## src/rtl/fetch_pkg.sv

```systemverilog
// Shared types for the instruction fetch stage: FSM states and the halfword
// queue entry (instruction halfword plus the address it was fetched from).
package fetch_pkg;

  localparam int PC_W     = 32;
  localparam int HW_BYTES = 2;

  typedef enum logic [1:0] {
    IDLE,
    WAIT,
    DROP
  } state_t;

  typedef logic [15:0] halfword_t;

  typedef struct packed {
    halfword_t       data;
    logic [PC_W-1:0] pc;
  } entry_t;

endpackage

```

## src/rtl/fetch_unit_halfword_fifo.sv

```systemverilog
// Small in-order halfword queue: up to two pushes and one pop per cycle,
// with a synchronous flush used by branch redirects.
module halfword_fifo
  import fetch_pkg::*;
#(
  parameter int QDEPTH = 4,
  localparam int PW = $clog2(QDEPTH),
  localparam int CW = PW + 1
) (
  input  logic          clk,
  input  logic          reset,
  input  logic          flush,
  input  logic [1:0]    push_n,
  input  entry_t        push0,
  input  entry_t        push1,
  input  logic          pop,
  output entry_t        head,
  output logic [CW-1:0] count
);

  entry_t          mem [QDEPTH];
  logic [PW-1:0]   rd_ptr;
  logic [PW-1:0]   wr_ptr;

  always_ff @(posedge clk) begin
    if (reset || flush) begin
      rd_ptr <= '0;
      wr_ptr <= '0;
      count  <= '0;
    end else begin
      wr_ptr <= wr_ptr + PW'(push_n);
      rd_ptr <= rd_ptr + PW'(pop);
      count  <= count + CW'(push_n) - CW'(pop);
    end
  end

  // Storage carries no reset; validity is tracked entirely by count.
  always_ff @(posedge clk) begin
    if (!reset && !flush) begin
      if (push_n != 2'd0) mem[wr_ptr] <= push0;
      if (push_n == 2'd2) mem[wr_ptr + PW'(1)] <= push1;
    end
  end

  assign head = (count != '0) ? mem[rd_ptr] : '0;

  always @(posedge clk) begin
    if (!reset && !flush) begin
      assert (int'(count) + int'(push_n) - int'(pop) <= QDEPTH);
      assert (!pop || count != '0);
    end
  end

endmodule

```

## src/rtl/fetch_unit.sv

```systemverilog
// Instruction fetch stage: word requests to imem, halfword split into a queue,
// valid/ready delivery to the decoder, and flushing on branch redirect.
//
//   state | meaning
//   IDLE  | no request outstanding; issue one when the queue has room for a word
//   WAIT  | request outstanding; data will be queued on ack
//   DROP  | request outstanding but made stale by a redirect; data discarded on ack
module fetch_unit
  import fetch_pkg::*;
#(
  parameter int                ADDR_W   = 32,
  parameter int                QDEPTH   = 4,
  parameter logic [ADDR_W-1:0] RESET_PC = '0
) (
  input  logic              clk,
  input  logic              reset,
  output logic              imem_req,
  output logic [ADDR_W-1:0] imem_addr,
  input  logic              imem_ack,
  input  logic [31:0]       imem_rdata,
  input  logic              redirect,
  input  logic [ADDR_W-1:0] redirect_pc,
  output logic [15:0]       instr,
  output logic [ADDR_W-1:0] instr_pc,
  output logic              instr_valid,
  input  logic              instr_ready
);

  localparam int CW = $clog2(QDEPTH) + 1;

  state_t            state;
  logic [ADDR_W-1:0] fetch_pc;
  logic [ADDR_W-1:0] word_addr;
  logic              take;
  logic              pop;
  logic [1:0]        push_n;
  entry_t            push0;
  entry_t            push1;
  entry_t            head;
  logic [CW-1:0]     count;

  assign word_addr = {fetch_pc[ADDR_W-1:2], 2'b00};
  assign take      = (state == WAIT) && imem_ack && !redirect;
  assign pop       = instr_valid && instr_ready;

  // A fetch_pc pointing at the upper halfword (branch target) skips the lower one.
  always_comb begin
    push_n     = 2'd0;
    push0.data = imem_rdata[15:0];
    push0.pc   = PC_W'(word_addr);
    push1.data = imem_rdata[31:16];
    push1.pc   = PC_W'(word_addr + ADDR_W'(HW_BYTES));
    if (take) begin
      if (fetch_pc[1]) begin
        push_n     = 2'd1;
        push0.data = imem_rdata[31:16];
        push0.pc   = PC_W'(fetch_pc);
      end else begin
        push_n = 2'd2;
      end
    end
  end

  halfword_fifo #(.QDEPTH(QDEPTH)) u_fifo (
    .clk   (clk),
    .reset (reset),
    .flush (redirect),
    .push_n(push_n),
    .push0 (push0),
    .push1 (push1),
    .pop   (pop),
    .head  (head),
    .count (count)
  );

  assign instr_valid = (count != '0);
  assign instr       = head.data;
  assign instr_pc    = ADDR_W'(head.pc);

  always_ff @(posedge clk) begin
    if (reset) begin
      state     <= IDLE;
      imem_req  <= 1'b0;
      imem_addr <= {RESET_PC[ADDR_W-1:2], 2'b00};
      fetch_pc  <= RESET_PC;
    end else begin
      case (state)
        IDLE: begin
          if (redirect) begin
            fetch_pc <= redirect_pc;
          end else if (count <= CW'(QDEPTH - 2)) begin
            imem_req  <= 1'b1;
            imem_addr <= word_addr;
            state     <= WAIT;
          end
        end
        WAIT: begin
          if (redirect) begin
            fetch_pc <= redirect_pc;
            if (imem_ack) begin
              imem_req <= 1'b0;
              state    <= IDLE;
            end else begin
              state <= DROP;
            end
          end else if (imem_ack) begin
            fetch_pc <= word_addr + ADDR_W'(2 * HW_BYTES);
            imem_req <= 1'b0;
            state    <= IDLE;
          end
        end
        DROP: begin
          if (redirect) fetch_pc <= redirect_pc;
          if (imem_ack) begin
            imem_req <= 1'b0;
            state    <= IDLE;
          end
        end
        default: begin
          imem_req <= 1'b0;
          state    <= IDLE;
        end
      endcase
    end
  end

endmodule
```

## config.mk

```make
export PLATFORM = sky130hd
export DESIGN_NAME = fetch_unit
export DESIGN_NICKNAME = d
export VERILOG_FILES = /design/src/rtl/fetch_pkg.sv /design/src/rtl/fetch_unit_halfword_fifo.sv /design/src/rtl/fetch_unit.sv
export SDC_FILE = /design/constraint.sdc
export NUM_CORES = 1
export LEC_CHECK = 0
export BUFFER_PORTS_ARGS = -buffer_cell sky130_fd_sc_hd__buf_2
export CORE_ASPECT_RATIO = 2
export CORE_UTILIZATION = 51
export CTS_CLUSTER_SIZE = 40
export DETAILED_ROUTE_END_ITERATION = 10
export PLACE_DENSITY = 0.71
export SETUP_SLACK_MARGIN = 0.1
export SLEW_MARGIN = 20
export SYNTH_ARGS = -nofsm -noshare
export SYNTH_HDL_FRONTEND = slang
export SYNTH_SLANG_ARGS = --single-unit
export TNS_END_PERCENT = 20
```

## constraint.sdc

```tcl
create_clock -name clk -period 8.45 [get_ports clk]
set_clock_uncertainty 0.15 [all_clocks]
set_input_delay 0.845 -clock clk [delete_from_list [all_inputs] [get_ports clk]]
set_output_delay 0.845 -clock clk [all_outputs]
set_load 0.01 [all_outputs]
```

==> out/summary.txt <==
status - completed
CTS Buffer Depth - 3
initial core utilization - 52.3%
Worst Setup Start Kind - input pin
commonest non-fill, non-tap cell in the layout - edfxtp_1
Via density - 6.05
die height - 224 um
CP Launch Point - reset
Logic pwr share - 8.5%
met1 Usage GRT - 28.0%
ranking of synthesized cells by area - edfxtp_1 44%, dfxtp_1 13%, mux4_2 8.6%
TritonCTS Buffers - 23
largest net degree at the start of global routing - 78
routed via count - 8910
WS Path Type - in -> reg
most frequent CP cell - buf_4
Synth area leader - edfxtp_1
Post-CTS Repair Setup Buffers - 0
crit-path max cell delay - 980 ps
end of the critical path - u_fifo.mem[2][18]
TritonRoute pass-1 iters - 7
synthesis-to-finish area growth - 14.0%
fill cell count - 1967
Clock Latency Late Sink - 520 ps
WL/cell - 20.9 um
hold path depth - 2
sw power - 675 uW
number of remaining DRC errors - 0
PwrDens - 200 nW/um^2
Layout Cell Area excl Fill - 14300 um^2
crit path cell chain - buf_2, buf_4, nor2_1, nand3_1, nor2_4, buf_4
Reg power frac - 50.6%
Pint - 2190 uW
Slew Limit Fails - 0
Clock Power Share - 40.9%
Worst setup EP type - flip-flop
CTS root buf - clkbuf_16
CP max FO - 68
Boundary Pins - 151
share of cells above drive strength 1 - 23.9%
register area share after synthesis - 56.7%
Rows - 80
worst setup margin - 4890 ps
# nets final - 1244
Top delay family on crit path - simple AND/OR/NAND/NOR gates
Stages on worst setup path - 6
number of synthesized flops with an enable pin - 184
core area - 24000 um^2
Switching Share - 23.5%
reg2reg end - u_fifo.mem[0][29]
Overflow after GRT - 0
min Tclk post-route - 3560 ps
cells after synthesis - 1076
die width - 113 um
area share of the largest cell type after synthesis - 44.0%
Max Freq - 281 MHz
post-route ant nets - 0
Final Power - 2870 uW
worst r2r src - u_fifo.wr_ptr[1]
vias in the first global route - 8835
most used routing layer - met2
Worst EP arrival - 3580 ps
first-pass GRT wire length - 48100 um
slowest cell on the critical path - nor2_4
reg2reg path depth - 6
worst min path class - reg -> reg
Main synth FF type - edfxtp_1
die area - 25300 um^2
Placer Congestion - 0.849
Mapped Area - 12600 um^2
Worst-path clk slew - 70 ps
most frequent cells in the layout - 184 x edfxtp_1, 148 x buf_2, 140 x and2_1, 106 x nand2_1, 78 x dfxtp_1
worst relative slew slack - 29.5%
Post-Synthesis Mean Instance Area - 11.7 um^2
DRT iter0 DRCs - 541
Max IR drop VDD - 0.139 mV
HPWL Detailed - 20600 um
Yosys cell types - 67
max cap viols - 0
Resize count post-CTS - 0
fin crit share - 42.1%
initial antenna violation count - 0
drt total wl - 30900 um
Hold Fails Final Rpt - 0
Yosys reg bits - 264
Post-synth ARST share - 0%
All-Layer GR Usage - 24.6%
Syn. warnings - 0
FF-to-FF setup slack - 5190 ps
Worst EP required - 8470 ps
H-tree depth - 1
M3 GR Usage - 2.25%
hold_buf cts - 0
number of setup violations in the final report - 0
CTS tree - built
dpl ws - 4350 ps
RSZ-0062 raised after global routing - false
CTS sink cnt - 264
leakage power - 0.00511 uW
hold_ws - 306 ps
Sum Neg Setup Slack - 0 ps
WP buf/inv - 3
worst-margin pin slew - 1060 ps
placed cell areas - 13400 um^2
met2 GRT Util - 46.8%
port bufs - 148
[kinds of logic (layout without fill, tap and decap cells)]
family	after synthesis	in the layout	synth area share, %
compound gates	209	209	11.4
other cells	1	4	0.0298
xor+xnor	5	5	0.348
flops	264	264	56.7
buf+inv	112	219	3.56
mux	53	53	9.01
simple gates	425	425	18.2
fa+ha+maj	7	7	0.757
[per-stage QoR]
step           utilization [%]  cells
2_1_floorplan                -   1077
3_3_place_gp              55.9   1429
3_5_place_dp              56.0   1429
4_1_cts                   59.4   1470
5_1_grt                   59.6   1471
6_report                  59.6   1473
[worst min-delay path by stage]
stage / from / end
final: imem_addr[20] / imem_addr[20]
after global routing: imem_addr[15] / imem_addr[15]
after global placement: imem_addr[30] / imem_addr[30]
after floorplan: u_fifo.mem[1][0] / u_fifo.mem[1][0]
after CTS: imem_addr[31] / imem_addr[31]
after detailed placement: imem_addr[31] / imem_addr[31]
[synthesized netlist by cell type, drive strengths merged (3+ instances only)]
cell and number:
mux4 48, nand2b 4, mux2i 4, clkbuf 83
inv 13, a22oi 5, o21ai 29, a211oi 7
xor2 3, and2 147, nor2b 4, nand2 108
or2 3, nor4 17, o22ai 3, a31oi 6
nor2 44, or3 7, and3 33, nand3 26
nand4 12, buf 16, o31ai 4, dfxtp 80
ha 6, nor3 12, a22o 66, a21oi 67
edfxtp 184
[layer usage]
layer  share of wire, %  wire, um
met1                 37     11300
met2                 56     17200
met3                4.2      1310
met4                3.3      1010
met5                  0         0
[sequential cells by signal, summed over array words and instances, names as in the netlist]
register and flops:
imem_addr 30, u_fifo.count 3, imem_req 1, u_fifo.mem 192, state 2, u_fifo.wr_ptr 2, u_fifo.rd_ptr 2, fetch_pc 32
[power groups by stage]
| stage | Combinational [uW] | Sequential [uW] | Clock, uW |
|---|---|---|---|
| after detailed placement | 240 | 1480 | 0 |
| after global routing | 267 | 1460 | 1230 |
| after global placement | 236 | 1480 | 0 |
| final | 243 | 1450 | 1170 |
| after CTS | 241 | 1450 | 1180 |
| after floorplan | 165 | 1450 | 0 |
[layout make-up]
cell class	instances	area, um^2	area share [%]
antenna	2	5.00	0.0349
clock buffer	27	632	4.41
clock inverter	14	205	1.43
inverter	13	48.8	0.341
multi-input combinational	701	5050	35.3
sequential	264	7130	49.8
tap	287	359	2.51
timing repair buffer	165	888	6.20
[worst reg2reg max path, delay by kind of cell (launching register included)]
family | cells | cell delay, ps
AOI/OAI and AO/OA | 1 | 80
buffers and inverters | 3 | 1010
DFF | 1 | 690
and+or+nand+nor | 2 | 990
Power figures use the tool's default switching activity.
